## config.mk

```make
export PLATFORM = sky130hd
export DESIGN_NAME = accum_sequencer_flat
export DESIGN_NICKNAME = d
export VERILOG_FILES = /design/src/rtl/accum_sequencer_if.sv /design/src/rtl/accum_sequencer.sv /design/src/flat_wrapper.sv
export SDC_FILE = /design/constraint.sdc
export NUM_CORES = 1
export LEC_CHECK = 0
export ABC_CLOCK_PERIOD_IN_PS = 1900
export CORE_ASPECT_RATIO = 1.1
export CORE_UTILIZATION = 51
export DETAILED_ROUTE_END_ITERATION = 6
export PLACE_DENSITY = 0.76
export SKIP_CTS_REPAIR_TIMING = 1
export SLEW_MARGIN = 20
export SYNTH_ARGS = -nofsm -noshare
export SYNTH_HDL_FRONTEND = slang
export SYNTH_SLANG_ARGS = --single-unit
```

## constraint.sdc

```tcl
create_clock -name ck -period 1.9 [get_ports ck]
set_input_delay 0.475 -clock ck [delete_from_list [all_inputs] [get_ports ck]]
set_output_delay 0.475 -clock ck [all_outputs]
set_load 0.1 [all_outputs]
```

## src/rtl/accum_sequencer_if.sv

```systemverilog
// rtl/accum_sequencer_if.sv - start/steps, accumulator pins and result handshake bundle for accum_sequencer
interface accum_sequencer_if #(
    parameter int WIDTH = 8,
    parameter int CNTW  = 8
);
    logic             start;
    logic [CNTW-1:0]  steps;
    logic [WIDTH-1:0] acc_q;
    logic             acc_co;
    logic             acc_en_n;
    logic             acc_clr_n;
    logic             busy;
    logic [WIDTH-1:0] result;
    logic             result_valid;
    logic             result_ready;
    logic             ovf;

    // Requester / datapath / consumer side
    modport master (
        output start, steps, acc_q, acc_co, result_ready,
        input  acc_en_n, acc_clr_n, busy, result, result_valid, ovf
    );

    // Sequencer side
    modport slave (
        input  start, steps, acc_q, acc_co, result_ready,
        output acc_en_n, acc_clr_n, busy, result, result_valid, ovf
    );
endinterface

```

## src/rtl/accum_sequencer.sv

```systemverilog
// rtl/accum_sequencer.sv - accumulator load sequencer (optional ACCSEQ_OVF_ABORT_EN: stop at first carry-out)
module accum_sequencer #(
    parameter int WIDTH = 8,
    parameter int CNTW  = 8,
    parameter int DIV   = 1
) (
    input logic              ck,
    input logic              clr,
    accum_sequencer_if.slave bus
);
    typedef enum logic [2:0] {
        IDLE   = 3'd0,
        CLEAR  = 3'd1,
        RUN    = 3'd2,
        SETTLE = 3'd3,
        HOLD   = 3'd4
    } state_t;

    // Prescaler reload value; DIV is limited to 1..255 so it fits 8 bits.
    localparam logic [7:0] PRE_RELOAD = 8'(DIV - 1);
    // When every clock is a load clock the enable stays low across RUN.
    localparam logic       EN_N_AFTER_LOAD = (PRE_RELOAD != 8'd0);

    state_t           state;
    logic [CNTW-1:0]  cnt;
    logic [7:0]       pre;
    logic             en_n;
    logic             clr_n;
    logic             busy;
    logic [WIDTH-1:0] result;
    logic             valid;
    logic             ovf;
    logic             stop_now;

    // Last load of the sequence: step count exhausted, or carry seen when aborting.
`ifdef ACCSEQ_OVF_ABORT_EN
    assign stop_now = (cnt == CNTW'(1)) || bus.acc_co;
`else
    assign stop_now = (cnt == CNTW'(1));
`endif

    // Sequencer FSM; every pin driven toward the datapath/consumer is registered here.
    always_ff @(posedge ck or negedge clr) begin
        if (!clr) begin
            state  <= IDLE;
            cnt    <= '0;
            pre    <= '0;
            en_n   <= 1'b1;
            clr_n  <= 1'b1;
            busy   <= 1'b0;
            result <= '0;
            valid  <= 1'b0;
            ovf    <= 1'b0;
        end else begin
            case (state)
                IDLE: begin
                    if (bus.start) begin
                        cnt   <= bus.steps;
                        ovf   <= 1'b0;
                        clr_n <= 1'b0;
                        busy  <= 1'b1;
                        state <= CLEAR;
                    end
                end
                CLEAR: begin
                    clr_n <= 1'b1;
                    pre   <= PRE_RELOAD;
                    if (cnt == '0) begin
                        en_n  <= 1'b1;
                        state <= SETTLE;
                    end else begin
                        en_n  <= EN_N_AFTER_LOAD;
                        state <= RUN;
                    end
                end
                RUN: begin
                    if (pre == 8'd0) begin
                        // Load happens on this edge (enable was low this clock).
                        ovf <= ovf | bus.acc_co;
                        cnt <= cnt - CNTW'(1);
                        pre <= PRE_RELOAD;
                        if (stop_now) begin
                            en_n  <= 1'b1;
                            state <= SETTLE;
                        end else begin
                            en_n  <= EN_N_AFTER_LOAD;
                        end
                    end else begin
                        pre  <= pre - 8'd1;
                        en_n <= (pre != 8'd1);
                    end
                end
                SETTLE: begin
                    // Register output has had a full clock to settle after the last load.
                    result <= bus.acc_q;
                    valid  <= 1'b1;
                    busy   <= 1'b0;
                    state  <= HOLD;
                end
                HOLD: begin
                    if (bus.result_ready) begin
                        valid <= 1'b0;
                        if (bus.start) begin
                            cnt   <= bus.steps;
                            ovf   <= 1'b0;
                            clr_n <= 1'b0;
                            busy  <= 1'b1;
                            state <= CLEAR;
                        end else begin
                            state <= IDLE;
                        end
                    end
                end
                default: begin
                    en_n  <= 1'b1;
                    clr_n <= 1'b1;
                    busy  <= 1'b0;
                    valid <= 1'b0;
                    state <= IDLE;
                end
            endcase
        end
    end

    assign bus.acc_en_n     = en_n;
    assign bus.acc_clr_n    = clr_n;
    assign bus.busy         = busy;
    assign bus.result       = result;
    assign bus.result_valid = valid;
    assign bus.ovf          = ovf;
endmodule

```

## src/flat_wrapper.sv

```systemverilog
// flat-port wrapper written by rule: the top's interface ports become plain ports
module accum_sequencer_flat 
#(
    parameter int WIDTH = 8,
    parameter int CNTW  = 8,
    parameter int DIV   = 1
)
  (ck, clr, bus_start, bus_steps, bus_acc_q, bus_acc_co, bus_result_ready, bus_acc_en_n, bus_acc_clr_n, bus_busy, bus_result, bus_result_valid, bus_ovf);
  accum_sequencer_if #(.WIDTH(WIDTH), .CNTW(CNTW)) bus_i ();
  input logic ck;
  input logic clr;
  input wire logic [$bits(bus_i.start)-1:0] bus_start;
  input wire logic [$bits(bus_i.steps)-1:0] bus_steps;
  input wire logic [$bits(bus_i.acc_q)-1:0] bus_acc_q;
  input wire logic [$bits(bus_i.acc_co)-1:0] bus_acc_co;
  input wire logic [$bits(bus_i.result_ready)-1:0] bus_result_ready;
  output wire logic [$bits(bus_i.acc_en_n)-1:0] bus_acc_en_n;
  output wire logic [$bits(bus_i.acc_clr_n)-1:0] bus_acc_clr_n;
  output wire logic [$bits(bus_i.busy)-1:0] bus_busy;
  output wire logic [$bits(bus_i.result)-1:0] bus_result;
  output wire logic [$bits(bus_i.result_valid)-1:0] bus_result_valid;
  output wire logic [$bits(bus_i.ovf)-1:0] bus_ovf;
  assign bus_i.start = bus_start;
  assign bus_i.steps = bus_steps;
  assign bus_i.acc_q = bus_acc_q;
  assign bus_i.acc_co = bus_acc_co;
  assign bus_i.result_ready = bus_result_ready;
  assign bus_acc_en_n = bus_i.acc_en_n;
  assign bus_acc_clr_n = bus_i.acc_clr_n;
  assign bus_busy = bus_i.busy;
  assign bus_result = bus_i.result;
  assign bus_result_valid = bus_i.result_valid;
  assign bus_ovf = bus_i.ovf;
  accum_sequencer #(.WIDTH(WIDTH), .CNTW(CNTW), .DIV(DIV)) u_core (.ck(ck), .clr(clr), .bus(bus_i));
endmodule
```

After elaboration in Yosys (flattened, before gate mapping):

Cells that the tools add are included.

* register bits after elaboration: 32
* input bits: 21

* $add $sub $neg: 2
* equality and inequality tests: 10
* mux-type cells: 29
* bitwise logic cells: 4
* reduce and logical (&&, ||, !) cells: 14

Operators with widths (count)
* $mux W8: 4
* $pmux W8 S3: 1
* $logic_not A8 Y1: 2
* $pmux W8 S2: 1
* $sub A8 B1 Y8 const B: 2
* $pmux W1 S3: 5
* $pmux W3 S5: 1
* $mux W1: 13
* $mux W3: 4
* $eq A8 B1 Y1 const B: 1
* $ne A8 B1 Y1 const B: 1
* $eq A3 B2 Y1 const B: 2
* $reduce_and A2 Y1: 3
* $reduce_or A3 Y1: 2
* $ne A2 B1 Y1 const B: 2
* $ne A2 B2 Y1 const B: 2
* $reduce_and A4 Y1: 1
* $reduce_or A2 Y1: 2
* $eq A3 B1 Y1 const B: 1
* $eq A3 B3 Y1 const B: 1
* $logic_not A3 Y1: 1
* $not A1 Y1: 3
* $reduce_and A3 Y1: 1
* $reduce_bool A3 Y1: 1
* other kinds (2): 2

Longest topological paths before layout:

* word-level depth: 4
* mapped depth: 6
* depth with buffers taken out: 5

Worst setup path before layout:

Ideal clock, no wire load.

* path type: input to register
* from: input bus_result_ready
* to: register u_core.cnt[1]
* data arrival time: 1.511 ns
* data required time: 1.772 ns
* slack: 0.261 ns
* cell stages on the path: 5
* cell sequence: nand2b_1 -> and3_1 -> buf_2 -> nor2_1 -> mux2_1

* cells in the longest elaborated chain, start to end: 2

Ends and longest elaborated chain
* start: declaration: RTL line flat_wrapper.sv:16 `input wire logic [$bits(bus_i.result_ready)-1:0] bus_result_ready;`
* $ne A2 B2 Y1 (no source line)
* $reduce_and A3 Y1 (no source line)
* end signal: assignment: RTL line accum_sequencer.sv:58 `cnt <= bus.steps;`
* end signal: assignment: RTL line accum_sequencer.sv:80 `cnt <= cnt - CNTW'(1);`
* end signal: assignment: RTL line accum_sequencer.sv:104 `cnt <= bus.steps;`
* end: declaration: RTL line accum_sequencer.sv:25 `logic [CNTW-1:0] cnt;`

Every way passes these cells.
A chain may end at the register's enable or synchronous reset.

Worst setup path after layout:

* from: register u_core.pre[0]
* to: register u_core.cnt[4]

* cells in the longest elaborated chain, start to end: 3

Ends and longest elaborated chain
* start: declaration: RTL line accum_sequencer.sv:26 `logic [7:0] pre;`
* start signal: assignment: RTL line accum_sequencer.sv:89 `pre <= pre - 8'd1;`
* $logic_not A8 Y1: RTL line accum_sequencer.sv:77 `if (pre == 8'd0) begin`
* $ne A2 B1 Y1 (no source line)
* $reduce_and A3 Y1 (no source line)

Every way passes these cells.

==> metrics.txt <==
# TYPE chip_impl_metric gauge
chip_impl_metric{name="critPathMaxStageDelay",unit="ns"} 0.45
chip_impl_metric{name="synth.cell_area",unit="um2"} 1760
chip_impl_metric{name="grt_antenna_before_repair",unit=""} 0
chip_impl_info{name="crit_path_cells",value="inv_1 -> ha_1 -> and4_1 -> a311oi_1 -> a311oi_1"} 1
chip_impl_metric{name="finalMaxSlewViolations",unit=""} 0
chip_impl_metric{name="clock_sinks",unit=""} 32
chip_impl_metric{name="row_count",unit=""} 22
chip_impl_metric{name="overflow",unit=""} 0
chip_impl_metric{name="finish.net_count",unit=""} 241
chip_impl_metric{name="synthesized_area_fraction_occupied_by_xor_and_xnor_cells",unit=""} 0.00996
chip_impl_metric{name="critPathMaxFanout",unit=""} 7
chip_impl_metric{name="floorplan.die.height",unit="um"} 63.6
chip_impl_info{name="grt-busiest-layer",value="met2"} 1
chip_impl_metric{name="first_pass_grt_wire_length",unit="mm"} 7.00
chip_impl_metric{name="routabilityCongestion",unit=""} 0.810
chip_impl_metric{name="placement.io_buffers",unit=""} 33
chip_impl_metric{name="routed-via-count",unit=""} 1496
chip_impl_metric{name="n_antenna_cell",unit=""} 0
chip_impl_metric{name="fin_hold_ws",unit="ns"} 0.508
chip_impl_metric{name="hold_violations",unit=""} 0
chip_impl_metric{name="detail_route.iter0.violations",unit=""} 85
chip_impl_metric{name="synth_async_sr_flop_share",unit=""} 1.00
chip_impl_metric{name="syn_nets",unit=""} 194
chip_impl_metric{name="dp.cells",unit=""} 243
chip_impl_metric{name="globalRouteMet2Util",unit=""} 0.422
chip_impl_info{name="critPathTopFamily",value="flip-flops"} 1
chip_impl_metric{name="grt_start_max_net_pins",unit=""} 33
chip_impl_metric{name="drt.antenna.violating_nets",unit=""} 0
chip_impl_metric{name="finalCriticalPeriod",unit="ns"} 1.76
chip_impl_metric{name="synthMuxAreaShare",unit=""} 0.0811
chip_impl_info{name="setup.worst_path.end_class",value="register"} 1
chip_impl_info{name="status",value="finished with violations"} 1
chip_impl_info{name="synth.most_common_cell",value="sky130_fd_sc_hd__dfrtp_1"} 1
chip_impl_metric{name="pwr_density_cell",unit="nW/um2"} 1990
chip_impl_metric{name="yosys.area_share.simple",unit=""} 0.206
chip_impl_metric{name="fin_crit_sh",unit=""} 0.927
chip_impl_info{name="hold_path.class",value="in -> async"} 1
chip_impl_info{name="failed_checks",value="DRC"} 1
chip_impl_metric{name="yosys_warnings",unit=""} 0
chip_impl_metric{name="post_synth_inst_count",unit=""} 167
chip_impl_metric{name="synthToLayoutAreaGrowth",unit="%"} 37.3
chip_impl_metric{name="overall_power_after_layout",unit="mW"} 4.80
chip_impl_metric{name="core-area",unit="um2"} 3300
chip_impl_metric{name="timing.critical_path.buf_inv",unit=""} 1
chip_impl_metric{name="ctsLongestPathBuffers",unit=""} 2
chip_impl_metric{name="finalClockSkew",unit="ns"} 0.00956
chip_impl_metric{name="start_util",unit=""} 0.533
chip_impl_info{name="critPathSlowestCell",value="sky130_fd_sc_hd__dfrtp_1"} 1
chip_impl_metric{name="ir_worst_vdd",unit="uV"} 1060
chip_impl_metric{name="synth_compound_gate_area_share",unit=""} 0.167
chip_impl_metric{name="drt_pass1_iterations",unit=""} 6
chip_impl_metric{name="total_die_area",unit="um2"} 3690
chip_impl_info{name="yosys-top-cells-count",value="30 x sky130_fd_sc_hd__dfrtp_1, 14 x sky130_fd_sc_hd__nor2_1, 13 x sky130_fd_sc_hd__nand2_1"} 1
chip_impl_info{name="start_kind",value="register"} 1
chip_impl_metric{name="post_synth.cell_area_avg",unit="um2"} 10.5
chip_impl_metric{name="routed_wirelength",unit="mm"} 4.04
chip_impl_metric{name="crit_arrival",unit="ns"} 2.00
chip_impl_metric{name="setup_viol",unit=""} 0
chip_impl_metric{name="grt_met3_usage",unit=""} 0.0678
chip_impl_metric{name="cts_buffers",unit=""} 5
chip_impl_metric{name="finish.cell_count_without_fillers",unit=""} 251
chip_impl_metric{name="relative_slew_slack",unit=""} 0.672
chip_impl_metric{name="nFillCells",unit=""} 241
chip_impl_metric{name="ys_ff_latch",unit=""} 32
chip_impl_metric{name="io-pin-count",unit=""} 34
chip_impl_info{name="cp_common_cell",value="sky130_fd_sc_hd__a311oi_1"} 1
chip_impl_info{name="combinational_family_with_the_most_area_after_synthesis",value="simple AND/OR/NAND/NOR gates"} 1
chip_impl_metric{name="worst_pin_slew",unit="ns"} 0.491
chip_impl_metric{name="remaining_drcs",unit=""} 1
chip_impl_metric{name="vias_per_cell",unit=""} 5.96
chip_impl_metric{name="dp.final_hpwl",unit="mm"} 3.04
chip_impl_info{name="ys_top_cells_by_area",value="sky130_fd_sc_hd__dfrtp_1 43%, sky130_fd_sc_hd__mux2_2 5.8%, sky130_fd_sc_hd__ha_1 4.3%"} 1
chip_impl_metric{name="synth_adder_area_share",unit=""} 0.0427
chip_impl_info{name="clock_tree_from_tritoncts",value="done"} 1
chip_impl_info{name="unrepaired_setup_endpoints_after_global_routing",value="no"} 1
chip_impl_metric{name="final_layout_size_suffix_gt1_frac",unit=""} 0.242
chip_impl_metric{name="synth_enable_flop_cells",unit=""} 0
chip_impl_metric{name="horizontal_extent_of_the_die",unit="um"} 58
chip_impl_metric{name="max_cap_violations",unit=""} 0
chip_impl_metric{name="htree_levels",unit=""} 2
chip_impl_info{name="ys_dominant_reg_cell",value="sky130_fd_sc_hd__dfrtp_1"} 1
chip_impl_metric{name="clock_latency",unit="ns"} 0.34
chip_impl_metric{name="yosys.area.top_type_share",unit=""} 0.427
chip_impl_metric{name="grt.total_usage",unit=""} 0.248
chip_impl_metric{name="yosys.cell_types.count",unit=""} 53
chip_impl_metric{name="met1_usage",unit=""} 0.297
chip_impl_info{name="synth_area_leader_cell",value="sky130_fd_sc_hd__dfrtp_1"} 1
chip_impl_info{name="critPathKind",value="reg -> reg"} 1
chip_impl_metric{name="critical_path_required",unit="ns"} 2.14
chip_impl_info{name="clock_tree_root_buffer_cell",value="sky130_fd_sc_hd__clkbuf_4"} 1
chip_impl_metric{name="first_global_vias",unit=""} 1547
chip_impl_metric{name="p_leak",unit="nW"} 1.02
chip_impl_metric{name="drt_wl_cell",unit="um"} 16.1
chip_impl_metric{name="clk_pin_slew_worst_paths",unit="ns"} 0.11
chip_impl_metric{name="achievable-frequency",unit="MHz"} 568
chip_impl_metric{name="synth.yosys.seq_area_share",unit=""} 0.457
-- layout by cell type, fill, tap and decap left out, drive strengths merged, types with 2 or more instances in the layout --
cell type,synthesis,layout
nand4,2,2
o21ai,7,7
nand3,7,7
clkbuf,0,7
o22ai,2,2
and3,2,2
nor4,2,2
nand2,13,13
o32a,2,2
ha,6,6
or3,2,2
nor2,14,14
buf,5,25
nand2b,3,3
dfrtp,30,30
o211ai,3,3
a21oi,8,8
mux2i,3,3
nor3,6,6
mux2,10,10
dfstp,2,2
inv,8,8
a311oi,3,3
a31oi,5,5
clkdlybuf4s50,0,20
-- worst reg2reg max path: cells and delay by family (launching register included) --
| kind | cells | cell delay (ns) |
|---|---|---|
| DFF | 1 | 0.45 |
| AOI/OAI and AO/OA | 2 | 0.43 |
| adders and majority gates | 1 | 0.35 |
| and+or+nand+nor | 1 | 0.32 |
| buffers and inverters | 1 | 0.12 |
-- registers in the layout, indices dropped and copies added, names as in the netlist --
name,cells
u_core.cnt,8
u_core.bus.busy,1
u_core.bus.result,8
u_core.bus.result_valid,1
u_core.pre,8
u_core.bus.acc_en_n,1
u_core.state,3
u_core.bus.ovf,1
u_core.bus.acc_clr_n,1
-- final cells by class --
type | instances | area (um2) | area share
well taps | 36 | 45.0 | 0.0186
flip-flops and latches | 32 | 803 | 0.332
repair buffers | 45 | 551 | 0.228
clock inverters | 1 | 30.0 | 0.0124
multi-input cells | 122 | 892 | 0.369
inverters | 8 | 30.0 | 0.0124
clock buffers | 7 | 65.1 | 0.0269
-- path summary, 6_finish.rpt --
| path | startpoint | endpoint | slack (ns) | cells past startpoint |
|---|---|---|---|---|
| setup / recovery | u_core.pre[0] | u_core.cnt[4] | 0.14 | 5 |
| hold / removal | clr | u_core.bus.busy | 0.51 | 2 |
| setup reg to reg | u_core.pre[0] | u_core.cnt[4] | 0.14 | 5 |
| hold reg to reg | u_core.pre[6] | u_core.pre[6] | 0.54 | 1 |
| max in group asynchronous | clr | u_core.bus.acc_en_n | 1.06 | 2 |
| min in group ck | u_core.pre[6] | u_core.pre[6] | 0.54 | 1 |
-- report_power, final --
part | switching [mW] | internal [mW]
registers | 0.322 | 0.962
clock network | 0.245 | 0.349
logic | 1.78 | 1.14
total | 2.35 | 2.45
-- routing by layer --
metal,part of all wire,wire length (um),vias to the layer above
met5,0,0,-
met4,0.017,68,0
met3,0.042,171,9
met2,0.53,2140,33
met1,0.41,1660,740
li1,-,-,714
-- through the flow --
stage          worst slack [ns]   util  instance area, um2  setup TNS [ns]
2_1_floorplan             0.261      -                1760               0
3_3_place_gp             0.0341  0.703                2320               0
3_5_place_dp            -0.0329  0.703                2320         -0.0329
4_1_cts                   0.130  0.731                2420               0
5_1_grt                  0.0109  0.731                2420               0
6_report                  0.139  0.731                2420               0
-- kinds of logic after synthesis --
| family | count (synthesis) |
|---|---|
| adders and majority gates | 6 |
| DFF | 32 |
| AOI/OAI and AO/OA | 42 |
| xor gates and xnor gates | 2 |
| muxes | 13 |
| buffers and inverters | 13 |
| and+or+nand+nor | 59 |
Power figures use the tool's default switching activity.
